`src/rtl/ifetch_unit.sv`:
```
`default_nettype none
// +----------------------------------------------------------------------------+
// | ifetch_unit : RV64 instruction-fetch stage, single outstanding imem request |
// | Revision    : 1.0                                                           |
// +----------------------------------------------------------------------------+
module ifetch_unit #(
    parameter int              XLEN     = 64,
    parameter logic [XLEN-1:0] RESET_PC = 64'h0000_0000_8000_0000
) (
    input  logic            clk,
    input  logic            rst,
    input  logic            redirect_valid,
    input  logic [XLEN-1:0] redirect_pc,
    input  logic            stall,
    output logic            imem_req_valid,
    input  logic            imem_req_ready,
    output logic [XLEN-1:0] imem_req_addr,
    input  logic            imem_resp_valid,
    input  logic [31:0]     imem_resp_data,
    output logic            if_valid,
    output logic [XLEN-1:0] if_pc,
    output logic [31:0]     if_inst
);

    typedef enum logic [1:0] {
        ST_REQ  = 2'd0,
        ST_WAIT = 2'd1,
        ST_HOLD = 2'd2,
        ST_DROP = 2'd3
    } state_t;

    localparam logic [XLEN-1:0] c_pc_step = XLEN'(4);

    state_t          r_state, w_state_nxt;
    logic [XLEN-1:0] r_pc, w_pc_nxt;
    logic [XLEN-1:0] r_fetch_pc, w_fetch_pc_nxt;
    logic [XLEN-1:0] r_pend_pc, w_pend_pc_nxt;
    logic [31:0]     r_pend_inst, w_pend_inst_nxt;
    logic            r_if_valid, w_if_valid_nxt;
    logic [XLEN-1:0] r_if_pc, w_if_pc_nxt;
    logic [31:0]     r_if_inst, w_if_inst_nxt;
    logic            w_handshake;

    // Gated by rst so no request is ever presented while reset is asserted.
    assign imem_req_valid = rst && (r_state == ST_REQ);
    assign imem_req_addr  = r_pc;
    assign w_handshake    = imem_req_valid && imem_req_ready;

    assign if_valid = r_if_valid;
    assign if_pc    = r_if_pc;
    assign if_inst  = r_if_inst;

    always_ff @(posedge clk) begin
        if (!rst) begin
            r_state     <= ST_REQ;
            r_pc        <= RESET_PC;
            r_fetch_pc  <= '0;
            r_pend_pc   <= '0;
            r_pend_inst <= '0;
            r_if_valid  <= 1'b0;
            r_if_pc     <= '0;
            r_if_inst   <= '0;
        end else begin
            r_state     <= w_state_nxt;
            r_pc        <= w_pc_nxt;
            r_fetch_pc  <= w_fetch_pc_nxt;
            r_pend_pc   <= w_pend_pc_nxt;
            r_pend_inst <= w_pend_inst_nxt;
            r_if_valid  <= w_if_valid_nxt;
            r_if_pc     <= w_if_pc_nxt;
            r_if_inst   <= w_if_inst_nxt;
        end
    end

    always_comb begin
        w_state_nxt     = r_state;
        w_pc_nxt        = r_pc;
        w_fetch_pc_nxt  = r_fetch_pc;
        w_pend_pc_nxt   = r_pend_pc;
        w_pend_inst_nxt = r_pend_inst;
        w_if_valid_nxt  = r_if_valid;
        w_if_pc_nxt     = r_if_pc;
        w_if_inst_nxt   = r_if_inst;

        // ID consumes the current instruction; a fill below may replace it.
        if (r_if_valid && !stall) begin
            w_if_valid_nxt = 1'b0;
        end

        case (r_state)
            ST_REQ: begin
                if (w_handshake) begin
                    w_fetch_pc_nxt = r_pc;
                    w_pc_nxt       = r_pc + c_pc_step;
                    w_state_nxt    = redirect_valid ? ST_DROP : ST_WAIT;
                end
            end
            ST_WAIT: begin
                if (imem_resp_valid) begin
                    w_state_nxt = ST_REQ;
                    if (!redirect_valid) begin
                        if (!r_if_valid || !stall) begin
                            w_if_valid_nxt = 1'b1;
                            w_if_pc_nxt    = r_fetch_pc;
                            w_if_inst_nxt  = imem_resp_data;
                        end else begin
                            w_pend_pc_nxt   = r_fetch_pc;
                            w_pend_inst_nxt = imem_resp_data;
                            w_state_nxt     = ST_HOLD;
                        end
                    end
                end else if (redirect_valid) begin
                    w_state_nxt = ST_DROP;
                end
            end
            ST_HOLD: begin
                if (redirect_valid) begin
                    w_state_nxt = ST_REQ;
                end else if (!stall) begin
                    w_if_valid_nxt = 1'b1;
                    w_if_pc_nxt    = r_pend_pc;
                    w_if_inst_nxt  = r_pend_inst;
                    w_state_nxt    = ST_REQ;
                end
            end
            ST_DROP: begin
                if (imem_resp_valid) begin
                    w_state_nxt = ST_REQ;
                end
            end
            default: begin
                w_state_nxt = ST_REQ;
            end
        endcase

        // A redirect overrides every other event, including a held output.
        if (redirect_valid) begin
            w_pc_nxt       = redirect_pc;
            w_if_valid_nxt = 1'b0;
        end
    end

endmodule
`default_nettype wire

```
`config.mk`:
```
export PLATFORM = sky130hd
export DESIGN_NAME = ifetch_unit
export DESIGN_NICKNAME = d
export VERILOG_FILES = /design/src/rtl/ifetch_unit.sv
export SDC_FILE = /design/constraint.sdc
export NUM_CORES = 1
export LEC_CHECK = 0
export CORE_ASPECT_RATIO = 1.2
export CORE_MARGIN = 2
export CORE_UTILIZATION = 40
export CTS_CLUSTER_SIZE = 25
export DETAILED_ROUTE_END_ITERATION = 12
export HOLD_SLACK_MARGIN = 0.1
export SLEW_MARGIN = 15
export SYNTH_ARGS = -nofsm -noshare
export SYNTH_HDL_FRONTEND = slang
export SYNTH_SLANG_ARGS = --single-unit
```
`constraint.sdc`:
```
create_clock -name clk -period 3.5 [get_ports clk]
set_clock_uncertainty 0.05 [all_clocks]
set_input_delay 0.7 -clock clk [delete_from_list [all_inputs] [get_ports clk]]
set_output_delay 0.7 -clock clk [all_outputs]
set_load 0.01 [all_outputs]
```
# Word level (Yosys, flattened, before mapping)
# Index checks and enable logic that the tools add are counted.
[totals]
register_bits = 323
word_cells = 70
inputBits = 102
[op_classes]
mux = 30
eq_ne = 12
reduce_logical = 16
addsub = 1
n_bitwise = 3
[ops]
columns = ["operator", "n"]
rows = [
  ["64-bit 2-to-1 mux", 8],
  ["32-bit 2-to-1 mux", 5],
  ["64-bit one-hot mux with 2 select lines", 1],
  ["64-bit by 3-bit adder with 64-bit output (second input constant)", 1],
  ["32-bit one-hot mux with 2 select lines", 1],
  ["2-bit 2-to-1 mux", 9],
  ["2-bit inequality test (second input constant)", 7],
  ["2-bit one-hot mux with 4 select lines", 1],
  ["4-bit AND reduction", 2],
  ["3-bit inequality test (second input constant)", 2],
  ["6-bit AND reduction", 1],
  ["2-bit nonzero test", 3],
  ["2-bit equality test (second input constant)", 2],
  ["1-bit 2-to-1 mux", 4],
  ["2-bit AND reduction", 2],
  ["1-bit logical AND", 3],
  ["1-bit NOT", 3],
  ["2-bit by 1-bit equality test with 1-bit output (second input constant)", 1],
  ["1-bit zero test", 2],
  ["2-bit zero test", 1],
  ["1-bit one-hot mux with 2 select lines", 1],
  ["2-bit OR reduction", 1],
  ["1-bit logical OR", 1],
]

# Longest topological paths before layout
# Gate-level depths: netlist of run 1.
[logic_depth]
depth_word = 6
mapped_depth = 10

# Worst setup path after synthesis of run 1
# OpenSTA, ideal clock, no wires.
[synth_timing]
path_kind = "input port to flip-flop"
start = "in imem_req_ready"
end = "reg r_pc[47], in the netlist imem_req_addr[47]"
setup_ns = 0.125
n_path_buf = 1
t_arrival_ns = 2.539
path_slack_ns = 0.785
cell_stages = 6
cell_sequence = "nand3_1 > or4_1 > clkbuf_1 > or4b_1 > nor4b_1 > nor3_1"
[synth_between]
elab_chain_len = 3
[synth_rtl]
columns = ["item", "line", "source"]
rows = [
  ["start, declared", "16", "input logic imem_req_ready,"],
  ["1-bit logical AND", "47", "assign w_handshake = imem_req_valid && imem_req_ready;"],
  ["2-bit nonzero test (no line)", "--", ""],
  ["2-bit AND reduction (no line)", "--", ""],
  ["end signal, assigned", "65", "r_pc <= w_pc_nxt;"],
  ["end, declared", "35", "logic [XLEN-1:0] r_pc, w_pc_nxt;"],
]
# Every way passes these cells.
# A chain may end at the register's enable or synchronous reset.

# Final worst setup path of run 1
[layout_timing]
start = "reg r_pc[46], in the netlist imem_req_addr[46]"
end = "reg r_pc[56], in the netlist imem_req_addr[56]"
[layout_between]
elab_chain_len = 4
[layout_rtl]
columns = ["item", "line", "source"]
rows = [
  ["64-bit by 3-bit adder with 64-bit output", "94", "w_pc_nxt = r_pc + c_pc_step;"],
  ["64-bit 2-to-1 mux", "92", "if (w_handshake) begin"],
  ["64-bit 2-to-1 mux", "90", "case (r_state)"],
  ["64-bit 2-to-1 mux", "137", "if (redirect_valid) begin"],
]
# Every way passes these cells. The select of a mux whose other input is x is not followed.

==> results of run 1 <==
synth_stat cells, types with 2 or more instances:
cell type	count
and4_2	2
and2_1	8
xnor2_1	16
or4b_1	2
nor4_1	15
nand2b_1	10
o211ai_1	3
nand2_1	452
ha_1	6
a311oi_1	9
clkbuf_1	129
o211a_1	109
a21oi_1	16
nor4b_1	5
buf_2	3
o31ai_1	7
or3_1	14
o31a_1	2
a31oi_1	15
mux2i_1	99
nand4_1	29
or4_1	9
and4_1	8
nor3_1	19
xor2_1	12
o311a_1	2
and3_1	16
nor3b_1	5
nand3_1	79
a21boi_0	99
dfxtp_1	323
or3_2	2
inv_1	11
nor2b_1	8
a211oi_1	3
buf_1	6
o21ai_0	62
nor2_1	13
through the flow:
step	instance area, sq um	power [mW]	instances	hold slack [ps]
after floorplan	14200	5.97	1643	393
after global placement	17200	7.23	2262	401
after detailed placement	17200	7.26	2262	409
after CTS	18300	11.0	2323	415
after global routing	18400	11.4	2324	422
final	18400	10.9	2324	413
where the power goes:
group	switching, mW	leakage, nW	internal [mW]
Sequential	0.340	2.63	4.11
Combinational	1.34	4.36	1.36
Clock	1.51	0.577	2.20
Total	3.19	7.57	7.66
sequential cells by signal, indices dropped and copies added (netlist names):
register / count
if_pc: 64
imem_req_addr: 64
r_fetch_pc: 64
r_pend_pc: 64
if_inst: 32
r_pend_inst: 32
r_state: 2
if_valid: 1
layout make-up:
class / instances / area (sq um)
sequential: 323 / 6470
fill: 3352 / 16500
clock buffer: 50 / 1070
multi-input combinational: 1171 / 7170
inverter: 11 / 41.3
timing repair buffer: 296 / 2960
clock inverter: 11 / 93.8
tap: 462 / 578
worst register-to-register path, delay by kind of cell (launching register included):
family          cells  cell delay (ps)
simple gates        4             2000
flops               1              510
compound gates      1              190
cell families after synthesis:
| group | count (synthesis) | share of synthesized area |
|---|---|---|
| simple gates | 704 | 0.227 |
| compound gates | 334 | 0.183 |
| flops | 323 | 0.457 |
| buf+inv | 149 | 0.0398 |
| mux | 99 | 0.0700 |
| xor+xnor | 28 | 0.0173 |
| fa+ha+maj | 6 | 0.00530 |
worst paths after layout:
path | startpoint | endpoint | cells past startpoint
max reg2reg | imem_req_addr[46] | imem_req_addr[56] | 5
max | imem_req_addr[46] | imem_req_addr[56] | 5
min | r_pend_pc[15] | r_pend_pc[15] | 2
min reg2reg | r_pend_pc[15] | r_pend_pc[15] | 2
metal layers:
layer  routed length (um)  share of wire  GRT usage
met1                17900           0.43      0.278
met2                20400           0.49      0.382
met3                 2190          0.053     0.0366
met4                 1220          0.029     0.0744
met5                    0              0          0
==> impl_results.md, run 1 <==
* Status: complete, no violations
* Worst Path Arrival at 3210 ps
* Worst-Margin Slew at 1120 ps
* RSZ-0062 raised after global routing: false
* WL final at 41.7 mm
* PortBufs at 263
* Number of setup buffers added after CTS at 0
* Worst-path fanout max at 9
* Clk buf depth at 3
* First-pass iteration count of the detailed router at 6
* Setup-failing EPs final at 0
* R2r setup slk at ~630 ps
* Critical path startpoint category: flop
* Synth warn at 0
* Worst Hold Class: flop to flop
* Sequential share of the synthesized area at 0.457
* Number of max-cap violations at 0
* CTS Root Cell: clkbuf_16
* Slew Limit Fails at 0
* Initial antenna violation count at 0
* Register bit count reported by yosys at 323
* CTS tree: done
* Pre-CTS setup slack at 239 ps
* Worst skew pair latency at 520 ps
* Hold Vio Cnt, Final at 0
* Synth area leaders: dfxtp_1 46%, nand2_1 12%, o211a_1 7.7%
* Buf/Inv on CP at 0
* Commonest cells after routing, fill and taps aside: 452 x nand2_1, 323 x dfxtp_1, 261 x clkdlybuf4s50_1
* GR Util All Layers at 0.221
* Cell Area, Synth at ~0.014 sq mm
* Setup_tns at 0 ps
* Sink Count at 323
* Number of DRC markers in iteration 0 at between 900 and 1k
* Boundary Pins at ~260
* Vias at 12.6k
* Pin count of the biggest net entering global routing at 207
* RePlAce Congestion at roughly 0.85
* EDFF count, synth at 0
* Global-route wire length before repair at 65.5 mm
* Asr flop ratio synth at 0
* Layout Utilization at 0.526
* Max stage delay on crit path at 680 ps
* Max Fclk at ~350 MHz
* Vias per cell at about 5.4
* Worst-path cell chain: nand4_1 > or4_2 > nor4_1 > a21boi_0 > or3_1
* Layout cell share with drive strength beyond 1 at 0.0585
* Row count at between 70 and 80
* Area share of the largest cell type after synthesis at 0.457
* DPL Wire Length at 28.0 mm
* CP max stage cell: or4_2
* Max IR drop VDD at 375 uV
* Inserted Diodes at 0
* Gate Count Post-Synth at ~1.6k
* Hold bufs inserted after CTS at 0
* Clock slew at reported path FFs at 60 ps
* Area delta synth->final at 29.8%
* Post-synth top area cell: dfxtp_1
* Post_cts resized at 0
* Power per cell area at a little under 600 mW/mm^2
* Final ANT Viol Nets at 0
* Yosys cell types at 53
* Worst Path Required at 3840 ps
* Mapped Avg Cell Area at 8.61 sq um
* Most common cell after layout, fill and taps aside: nand2_1
* Layout Nets at 1,947
* Routed length per instance at 18.0 um
* Die Y at 210 um
* Residual DRC count at 0
* Core Region at between 0.03 and 0.04 sq mm
* CP endpoint kind: flop
* Tcrit/Tclk final at 0.819
* Leak at 7.57 nW
* CTS Buf Count at 36
* Initial core utilization at 0.405
* Chip width at roughly 180 um
* Htree depth at 2
* Kind of critical path: flop to flop
* Synth Net Count at around 1.8k
* Vias in the first global route at 11.9k
* Synth Flop Type: dfxtp_1
* Die area at 0.0369 sq mm
* Minimum clock period at 2870 ps
* Gr ovfl total at 0
* Cell family with most CP delay: simple AND/OR/NAND/NOR gates
* Worst Setup Slack, final at 633 ps
* Slew Limit Headroom at 0.252
Note: power is estimated with default switching activity, not from simulation.
==> run 2, diff against run 1 <==
--- a/config.mk
+++ b/config.mk
@@ -11,6 +11,7 @@
 export CTS_CLUSTER_SIZE = 25
 export DETAILED_ROUTE_END_ITERATION = 12
 export HOLD_SLACK_MARGIN = 0.1
+export PLACE_DENSITY = 0.66
 export SLEW_MARGIN = 15
 export SYNTH_ARGS = -nofsm -noshare
 export SYNTH_HDL_FRONTEND = slang
==> constraint.sdc (replaced) <==
create_clock -name clk -period 2.5 [get_ports clk]
set_clock_uncertainty 0.05 [all_clocks]
set_input_delay 0.5 -clock clk [delete_from_list [all_inputs] [get_ports clk]]
set_output_delay 0.5 -clock clk [all_outputs]
set_load 0.01 [all_outputs]
==> run 2 against run 1 <==
Hold slack hardly changed. Critical endpoint is now imem_req_valid. Sequential share of layout area decreased by 1.3 points. Total power increased by 43%. Clock power rose by 41%. Critical path depth is the same.
==> impl_results.md, run 2 (synthesis results as in run 1) <==
* Die area at 0.0369 sq mm (unchanged)
* Slew Limit Fails at 0 (unchanged)
* Htree depth at 2 (unchanged)
* Residual DRC count at 0 (unchanged)
* Status: complete, no violations (unchanged)
* Worst Setup SP: r_state[0] (was imem_req_addr[46])
* Vias per cell at 5.41 (was 5.43)
* Vias in the first global route at 12.4k (was 11.9k)
* Leak at 7.98 nW (was 7.57 nW)
* Layout Utilization at 0.547 (was 0.526)
* Kind of critical path: flop to output port (was flop to flop)
* CP max stage cell: clkdlybuf4s50_1 (was or4_2)
* DPL Wire Length at 30.1 mm (was 28.0 mm)
* Minimum clock period at 2430 ps
* Pin count of the biggest net entering global routing at 166 (was 207)
* Slew Limit Headroom at 0.494 (was 0.252)
* Final ANT Viol Nets at 0 (unchanged)
* Area delta synth->final at 34.8% (was 29.8%)
* Worst Path Arrival at 1880 ps (was 3210 ps)
* Layout Nets at 2,025 (was 1,947)
* Vias at 13.0k (was 12.6k)
* Die Y at 210 um (unchanged)
* Row count at 75 (unchanged)
* Gr ovfl total at 0 (unchanged)
* RSZ-0062 raised after global routing: false (unchanged)
* PortBufs at 263 (unchanged)
* Sink Count at 323 (unchanged)
* Worst skew pair latency at 530 ps (was 520 ps)
* Number of DRC markers in iteration 0 at 970 (was 938)
* First-pass iteration count of the detailed router at 5 (was 6)
* Chip width at 176 um (unchanged)
* Area of the multi-input gates at 0.00723 sq mm (was 0.00717 sq mm)
* Pre-CTS setup slack at -459 ps (was 239 ps)
* Max stage delay on crit path at 530 ps (was 680 ps)
* Hold Vio Cnt, Final at 0 (unchanged)
* Power per cell area at 814 mW/mm^2 (was 591 mW/mm^2)
* Routed length per instance at 18.0 um (about the same)
* Seq. cell area at 0.00647 sq mm (unchanged)
* Hold_sp: r_pend_inst[23] (was r_pend_pc[15])
* Global-route wire length before repair at 67.7 mm (was 65.5 mm)
* CTS tree: done (unchanged)
* Most common cell after layout, fill and taps aside: nand2_1 (unchanged)
* Layout cell share with drive strength beyond 1 at 0.101 (was 0.0585)
* Worst Setup Slack, final at 67.9 ps (was 633 ps)
* Initial core utilization at 0.405 (unchanged)
* Setup-failing EPs final at 0 (unchanged)
* Number of max-cap violations at 0 (unchanged)
* Max IR drop VDD at 491 uV (was 375 uV)
* WL final at 43.3 mm (was 41.7 mm)
* Worst-Margin Slew at 760 ps (was 1120 ps)
* GR Util All Layers at 0.228 (was 0.221)
* Worst-path fanout max at 4 (was 9)
* Critical path startpoint category: flop (unchanged)
* Reg2reg start: r_state[0] (was imem_req_addr[46])
* Hold bufs inserted after CTS at 0 (unchanged)
* FILL cells at 3,211 (was 3,352)
* Commonest cells after routing, fill and taps aside: 452 x nand2_1, 323 x dfxtp_1, 261 x clkdlybuf4s50_1 (unchanged)
* Worst Path Required at 1950 ps (was 3840 ps)
* Max Fclk at roughly 410 MHz
* RePlAce Congestion at 0.910 (was 0.845)
* CTS Buf Count at 36 (unchanged)
* Tcrit/Tclk final at 0.973
* Boundary Pins at 264 (unchanged)
* CP endpoint kind: output port (was flop)
* Worst-path cell chain: inv_2 > ha_4 > buf_4 > and2_1 > clkdlybuf4s50_1 (was nand4_1 > or4_2 > nor4_1 > a21boi_0 > or3_1)
* CTS Root Cell: clkbuf_16 (unchanged)
* Inserted Diodes at 0 (unchanged)
* Worst Hold Class: flop to flop (unchanged)
* Clock slew at reported path FFs at 60 ps (about the same)
* Initial antenna violation count at 0 (unchanged)
* Clk buf depth at 3 (unchanged)
* Core Region at 0.0349 sq mm (unchanged)
[run 2: cell types whose count changed in the layout (fill, tap and decap cells not counted), moves of 2 or more]
| cell | change |
|---|---|
| inv_2 | +2 |
| clkbuf_16 | -2 |
| or4b_1 | -2 |
| buf_12 | +6 |
| or4b_4 | +2 |
| nor4b_2 | +3 |
| inv_1 | -2 |
| clkbuf_1 | +5 |
| buf_4 | +72 |
| clkinv_2 | -2 |
| nor4b_1 | -3 |
[run 2: repair_timing]
action                     in CTS  in global routing
resized for setup               0                 10
setup endpoints to repair       0                 15
hold endpoints to repair        0                  0
buffers inserted                0                  1
[run 2: critical path: cells and delay by family, from the launching register on]
kind | cells | cell delay [ps]
buffers and inverters | 3 | 750
adder cells (fa/ha/maj) | 1 | 150
flip-flops | 1 | 330
AND/OR/NAND/NOR | 1 | 130
[run 2: path summary, 6_finish.rpt]
| check | slack [ps] | endpoint | cells after the start |
|---|---|---|---|
| hold reg to reg | 410 | r_pend_inst[23] | 2 |
| setup reg to reg | 110 | imem_req_addr[63] | 7 |
| hold / removal | 410 | r_pend_inst[23] | 2 |
| setup / recovery | 70 | imem_req_valid | 5 |
[run 2: cell type report]
cell class | instances | area share
Tap cell | 462 | 0.0303
Multi-Input combinational cell | 1171 | 0.379
Inverter | 11 | 0.00216
Clock buffer | 52 | 0.0535
Sequential cell | 323 | 0.339
Clock inverter | 12 | 0.00747
Timing Repair Buffer | 374 | 0.189
[run 2: stage by stage]
stage	setup TNS (ps)	instances	total power [mW]	hold WS (ps)	cell area, sq um
CTS	0	2404	15.7	416	19000
detailed placement	-9920	2340	10.4	407	17900
global route	0	2405	16.3	434	19100
global placement	-8410	2340	10.4	399	17900
finish	0	2405	15.5	413	19100
floorplan	0	1643	8.39	393	14200
[run 2: routing by layer]
metal,share of wire,up-vias,GRT usage
li1,-,6311,-
met1,0.42,6250,0.280
met2,0.50,364,0.404
met3,0.054,83,0.0381
met4,0.032,0,0.0775
met5,0,-,0
[run 2: report_power, final]
part / switching, mW / total, mW / internal (mW)
Clock: 2.17 / 5.24 / 3.07
Combinational: 2.05 / 4.16 / 2.11
Sequential: 0.379 / 6.13 / 5.75
Total: 4.60 / 15.5 / 10.9
